==> config.mk <==
export PLATFORM = sky130hd
export DESIGN_NAME = divider
export DESIGN_NICKNAME = d
export VERILOG_FILES = /design/src/rtl/divider.sv
export SDC_FILE = /design/constraint.sdc
export NUM_CORES = 1
export LEC_CHECK = 0
export CORE_MARGIN = 2
export CORE_UTILIZATION = 45
export CTS_CLUSTER_SIZE = 16
export DETAILED_ROUTE_END_ITERATION = 8
export GPL_ROUTABILITY_DRIVEN = 0
export MAX_ROUTING_LAYER = met4
export PLACE_DENSITY = 0.71
export SLEW_MARGIN = 25
export SYNTH_ARGS = -nofsm -noshare
export SYNTH_HDL_FRONTEND = slang
export SYNTH_SLANG_ARGS = --single-unit
export TNS_END_PERCENT = 5
==> constraint.sdc <==
create_clock -name clk -period 4.8 [get_ports clk]
set_input_delay 0.96 -clock clk [delete_from_list [all_inputs] [get_ports clk]]
set_output_delay 0.96 -clock clk [all_outputs]
set_load 0.03 [all_outputs]
==> src/rtl/divider.sv <==
// rtl/divider.sv - Restoring unsigned divider producing one quotient bit per clock.
// A zero divisor skips the iteration and reports all-ones quotient with div_by_zero set.
module divider #(
    parameter int WIDTH = 8
) (
    input  logic             clk,
    input  logic             reset,
    input  logic             start,
    input  logic [WIDTH-1:0] dividend,
    input  logic [WIDTH-1:0] divisor,
    output logic [WIDTH-1:0] quotient,
    output logic [WIDTH-1:0] remainder,
    output logic             busy,
    output logic             done,
    output logic             div_by_zero
);
    localparam int CW = $clog2(WIDTH) + 1;
    localparam logic [CW-1:0] LAST_STEP = CW'(WIDTH - 1);
    localparam logic [CW-1:0] CNT_ONE = 1;
    localparam logic [WIDTH:0] R_ONE = 1;

    typedef enum logic [1:0] {
        IDLE = 2'd0,
        CALC = 2'd1,
        DONE = 2'd2
    } state_t;

    state_t           state_q, state_d;
    logic [WIDTH-1:0] q_q, q_d;
    logic [WIDTH-1:0] dsr_q, dsr_d;
    logic [WIDTH:0]   r_q, r_d;
    logic [CW-1:0]    cnt_q, cnt_d;
    logic             done_q, done_d;
    logic             dbz_q, dbz_d;

    logic             zero_div;
    logic [WIDTH:0]   r_shift;
    logic [WIDTH:0]   trial;

    assign zero_div = (divisor == '0);
    assign r_shift  = {r_q[WIDTH-1:0], q_q[WIDTH-1]};
    // Subtraction as add-complement; the extra top bit is the borrow that decides restore.
    assign trial    = r_shift + ~{1'b0, dsr_q} + R_ONE;

    always_ff @(posedge clk or negedge reset) begin
        if (!reset) begin
            state_q <= IDLE;
            q_q     <= '0;
            r_q     <= '0;
            dsr_q   <= '0;
            cnt_q   <= '0;
            done_q  <= 1'b0;
            dbz_q   <= 1'b0;
        end else begin
            state_q <= state_d;
            q_q     <= q_d;
            r_q     <= r_d;
            dsr_q   <= dsr_d;
            cnt_q   <= cnt_d;
            done_q  <= done_d;
            dbz_q   <= dbz_d;
        end
    end

    always_comb begin
        state_d = state_q;
        case (state_q)
            IDLE: begin
                if (start) begin
                    state_d = zero_div ? DONE : CALC;
                end
            end
            CALC: begin
                if (cnt_q == LAST_STEP) begin
                    state_d = DONE;
                end
            end
            DONE:    state_d = IDLE;
            default: state_d = IDLE;
        endcase
    end

    always_comb begin
        q_d    = q_q;
        r_d    = r_q;
        dsr_d  = dsr_q;
        cnt_d  = cnt_q;
        dbz_d  = dbz_q;
        done_d = 1'b0;
        case (state_q)
            IDLE: begin
                if (start) begin
                    dsr_d = divisor;
                    if (zero_div) begin
                        q_d    = '1;
                        r_d    = {1'b0, dividend};
                        dbz_d  = 1'b1;
                        done_d = 1'b1;
                    end else begin
                        q_d   = dividend;
                        r_d   = '0;
                        cnt_d = '0;
                        dbz_d = 1'b0;
                    end
                end
            end
            CALC: begin
                cnt_d = cnt_q + CNT_ONE;
                if (trial[WIDTH]) begin
                    r_d = r_shift;
                    q_d = {q_q[WIDTH-2:0], 1'b0};
                end else begin
                    r_d = trial;
                    q_d = {q_q[WIDTH-2:0], 1'b1};
                end
                if (cnt_q == LAST_STEP) begin
                    done_d = 1'b1;
                end
            end
            default: ;
        endcase
    end

    always_comb begin
        busy        = (state_q != IDLE);
        done        = done_q;
        div_by_zero = dbz_q;
        quotient    = q_q;
        remainder   = r_q[WIDTH-1:0];
    end
endmodule

# After elaboration in Yosys (flattened, before gate mapping)
# Cells that the tools add are included.
# op_classes
add_sub_neg	3
n_eq_ne	5
n_bitwise	1
n_mux	19
n_reduce_logical	8
# op_table
op	count
$mux W8	5
$pmux W8 S2	2
$add A9 B1 Y9 const B	1
$add A9 B9 Y9	1
$not A8 Y9	1
$logic_not A8 Y1	1
$mux W4	2
$pmux W4 S2	1
$mux W2	3
$ne A2 B2 Y1 const B	3
$reduce_and A2 Y1	3
$add A4 B1 Y4 const B	1
$eq A4 B3 Y1 const B	1
$mux W1	4
$pmux W2 S2	1
$reduce_bool A2 Y1	2
$reduce_and A3 Y1	1
$eq A2 B1 Y1 const B	1
$logic_not A2 Y1	1
$pmux W1 S2	1
# word_totals
wordCells	43
output_inout_bits	19
reg_bits	32

# Depth between registers and ports, before layout
# logic_depth
depth_word	5
mapped_depth	10
depth_no_buf	9

# Worst setup path after synthesis
# No wires, ideal clock.
# synth_timing
kind	flip-flop to flip-flop
startpoint	register q_q[7], in the netlist quotient[7]
endpoint	register r_q[3]
setup_time_ns	0.082
t_arrival_ns	2.411
path_buffers	1
required_time_ns	4.718
setup_slack_ns	2.307
path_stages_with_launch	11
path_cell_list	dfrtp_1 inv_1 ha_1 inv_1 fa_1 a211oi_2 o211a_1 o211ai_2 buf_6 or3_1 a31oi_1
# synth_via
elab_chain_len	4
# synth_lines
element	line	source
from (decl)	29	logic [WIDTH-1:0] q_q, q_d;
from (signal assigned)	56	q_q <= q_d;
$add A9 B9 Y9	43	assign trial = r_shift + ~{1'b0, dsr_q} + R_ONE;
$add A9 B1 Y9	43	
$mux W8	109	if (trial[WIDTH]) begin
$pmux W8 S2	90	case (state_q)
to (signal assigned)	57	r_q <= r_d;
to (decl)	31	logic [WIDTH:0] r_q, r_d;
# Every way passes these cells.
# A chain may end at the register's enable or synchronous reset.

# Worst setup path after layout
# layout_timing
startpoint	input port divisor[5]
endpoint	register r_q[5]
# layout_via
elab_chain_len	4
# layout_lines
element	line	source
from (decl)	10	input logic [WIDTH-1:0] divisor,
$logic_not A8 Y1	40	assign zero_div = (divisor == '0);
$mux W8	94	if (zero_div) begin
$mux W8	92	if (start) begin
$pmux W8 S2	90	
# Every way passes these cells. The select of a mux whose other input is x is not followed.

==> out/metrics.yaml <==
wl_per_cell_um: 15.4
p_comb_frac: 0.644
insertion_delay_ns: 0.29
multi_input_area_um2: 1010
grt_antenna_before_repair: 0
yosysWarnings: 0
power_leakage_nw: 1.03
cp-end-kind: "register"
cts_setup_buffers: 0
fin_util: 0.594
rsz0062_at_grt: "false"
crit_end: "r_q[5]"
grt_overflow_total: 0
setup_tns_ns: 0
tightest_slew_ns: 0.884
crit_required_ns: 4.99
pwr-share-clk: 0.111
syn-cell-area_um2: 1890
path_clk_slew_ns: 0.07
finalCritPeriodShare: 0.626
dr.pass1.iters: 5
run_status: "complete, no violations"
coreArea_um2: 4030
pwr-share-seq: 0.245
start_util: 0.470
rrSetupSlack_ns: 2.07
viasPerCell: 5.83
grt_max_degree: 33
h-tree-depth: 2
design.portCount: 38
start_kind: "input port"
cts_sinks: 32
hp-class: "reg2reg"
fmax_mhz: 333
fin_ws_ns: 1.80
critical_path_class: "in2reg"
syn-num-nets: 238
final_hold_viol_count: 0
seq_area_um2: 801
setup_viol: 0
routed-via-count: 1719
die_area_um2: 4740
period_minus_slack_ns: 3.00
internal_power_w: 0.00108
port_buffers: 37
synth_seq_area_share: 0.423
critical_path_arrival_ns: 3.20
critPathMaxFanout: 18
ant_nets: 0
fin_nets: 274
diodes: 0
hpwl_mm: 3.26
synth_cell_types: 39
ctsHoldBuffers: 0
total_power_w: 0.00206
area_growth_pct: 26.3
row_count: 23
layout_common_cells: "37 x clkdlybuf4s50_1, 32 x dfrtp_1, 24 x nand2_1"
switching_power_w: 0.000972
r2r_cells: 9
worstSetupStartpoint: "divisor[5]"
vdd_drop_max_mv: 0.337
grt_pass1_vias: 1568
max_cap_viol_count: 0
die_w_um: 68.9
r2r-end: "r_q[3]"
reg2reg_from: "quotient[7]"
power_density_nw_per_um2: 859
root_buffer: "clkbuf_8"
grt_pass1_wl_mm: 7.51
post_cts_resized: 0
totalWireLength_mm: 4.55
netlist_instances: 209
finClkSkew_ns: 0.00644
final_common_cell: "clkdlybuf4s50_1"
cts_inserted_buffers: 5
layout-drive-gt1-share: 0.0490
maxSlewViolCount: 0
drc_errors: 0
cts_buffer_depth: 2
dr.first_iter.drc_count: 111
grt.total_usage: 0.224
dp_slack_ns: 1.50
ys_ff_latch: 32
cts_tree: "yes"
die_h_um: 68.9
final_area_um2: 2390
swShare: 0.473
n_fill_cell: 386
avgSynthCellArea_um2: 9.06
relSlewSlack: 0.408
placedInstanceArea_um2: 2300
## critical path: stages
cell             delay (ns)
clkdlybuf4s50_1        0.41
or4_1                  0.57
nor2_1                 0.71
and3_1                 0.28
a211oi_1               0.05
a221oi_1               0.22
## kinds of logic (layout without fill, tap and decap cells)
group | count (synthesis) | count (layout) | share of synthesized area
AOI/OAI and AO/OA | 68 | 68 | 0.230
and+or+nand+nor | 67 | 67 | 0.175
DFF | 32 | 32 | 0.423
buffers and inverters | 21 | 57 | 0.0462
adders and majority gates | 10 | 10 | 0.0700
muxes | 6 | 6 | 0.0330
xor gates and xnor gates | 5 | 5 | 0.0231
## Yosys cell counts
| cell type | instances | area share |
|---|---|---|
| o31ai_1 | 2 | 0.0079 |
| a211oi_2 | 1 | 0.0066 |
| o211ai_2 | 1 | 0.0066 |
| nor3_1 | 2 | 0.0053 |
| ha_1 | 9 | 0.059 |
| a31oi_1 | 1 | 0.0033 |
| xor2_1 | 5 | 0.023 |
| o21ai_1 | 1 | 0.0026 |
| o211ai_1 | 2 | 0.0079 |
| nand2b_1 | 4 | 0.013 |
| nand4b_1 | 1 | 0.0046 |
| nor2_1 | 13 | 0.026 |
| and3_1 | 8 | 0.026 |
| mux2i_1 | 4 | 0.021 |
| or4_1 | 2 | 0.0079 |
| a22oi_1 | 7 | 0.028 |
| nand3_1 | 3 | 0.0079 |
| a221oi_1 | 2 | 0.0092 |
| clkbuf_1 | 8 | 0.016 |
| mux2_2 | 1 | 0.0059 |
| nand4_1 | 1 | 0.0033 |
| nor2b_1 | 2 | 0.0066 |
| nor4_1 | 2 | 0.0066 |
| o211a_1 | 1 | 0.0053 |
| o2111ai_1 | 1 | 0.0046 |
| o21ai_0 | 21 | 0.055 |
| nand2_1 | 24 | 0.048 |
| fa_1 | 1 | 0.011 |
| a211oi_1 | 13 | 0.052 |
| buf_6 | 1 | 0.0059 |
| inv_1 | 11 | 0.022 |
| buf_2 | 1 | 0.0026 |
| mux2_1 | 1 | 0.0059 |
| and2_1 | 2 | 0.0066 |
| a21oi_1 | 14 | 0.037 |
| dfrtp_1 | 32 | 0.42 |
| a21o_1 | 1 | 0.0040 |
| and4bb_1 | 1 | 0.0066 |
| or3_1 | 2 | 0.0066 |
## sequential cells by signal, summed over array words and instances (netlist names)
name and count:
done 1, r_q 8, div_by_zero 1, quotient 8, dsr_q 8, state_q 2
cnt_q 4
## stage by stage
stage / cells / hold WS (ns)
final: 295 / 0.482
after global routing: 295 / 0.503
after CTS: 295 / 0.487
after detailed placement: 288 / 0.470
after global placement: 288 / 0.472
after floorplan: 209 / 0.450
## area by class of cell
| type | instances | area share |
|---|---|---|
| multi-input combinational | 156 | 0.421 |
| tap | 50 | 0.0262 |
| clock buffer | 7 | 0.0403 |
| sequential | 32 | 0.335 |
| timing repair buffer | 39 | 0.161 |
| inverter | 11 | 0.0173 |
## power by group through the flow
stage	Sequential [W]	Combinational, W	Clock (W)
2_1_floorplan	0.000617	0.000863	0
3_3_place_gp	0.000505	0.00129	0
3_5_place_dp	0.000507	0.00131	0
4_1_cts	0.000504	0.00132	0.000233
5_1_grt	0.000522	0.00147	0.000243
6_report	0.000503	0.00132	0.000229
## worst min path at each step
stage,endpoint,slack [ns],from,depth (start not counted)
detailed placement,div_by_zero,0.47,div_by_zero,2
finish,dsr_q[0],0.48,dsr_q[0],2
global placement,div_by_zero,0.47,div_by_zero,2
global route,div_by_zero,0.50,div_by_zero,2
CTS,dsr_q[0],0.49,dsr_q[0],2
floorplan,dsr_q[0],0.45,dsr_q[0],2
## metal layers
metal	GRT usage	share of wire	vias to the layer above
li1	-	-	826
met1	0.308	0.47	817
met2	0.314	0.44	65
met3	0.0422	0.052	11
met4	0.118	0.032	0
met5	-	0	-
Power figures use the tool's default switching activity.
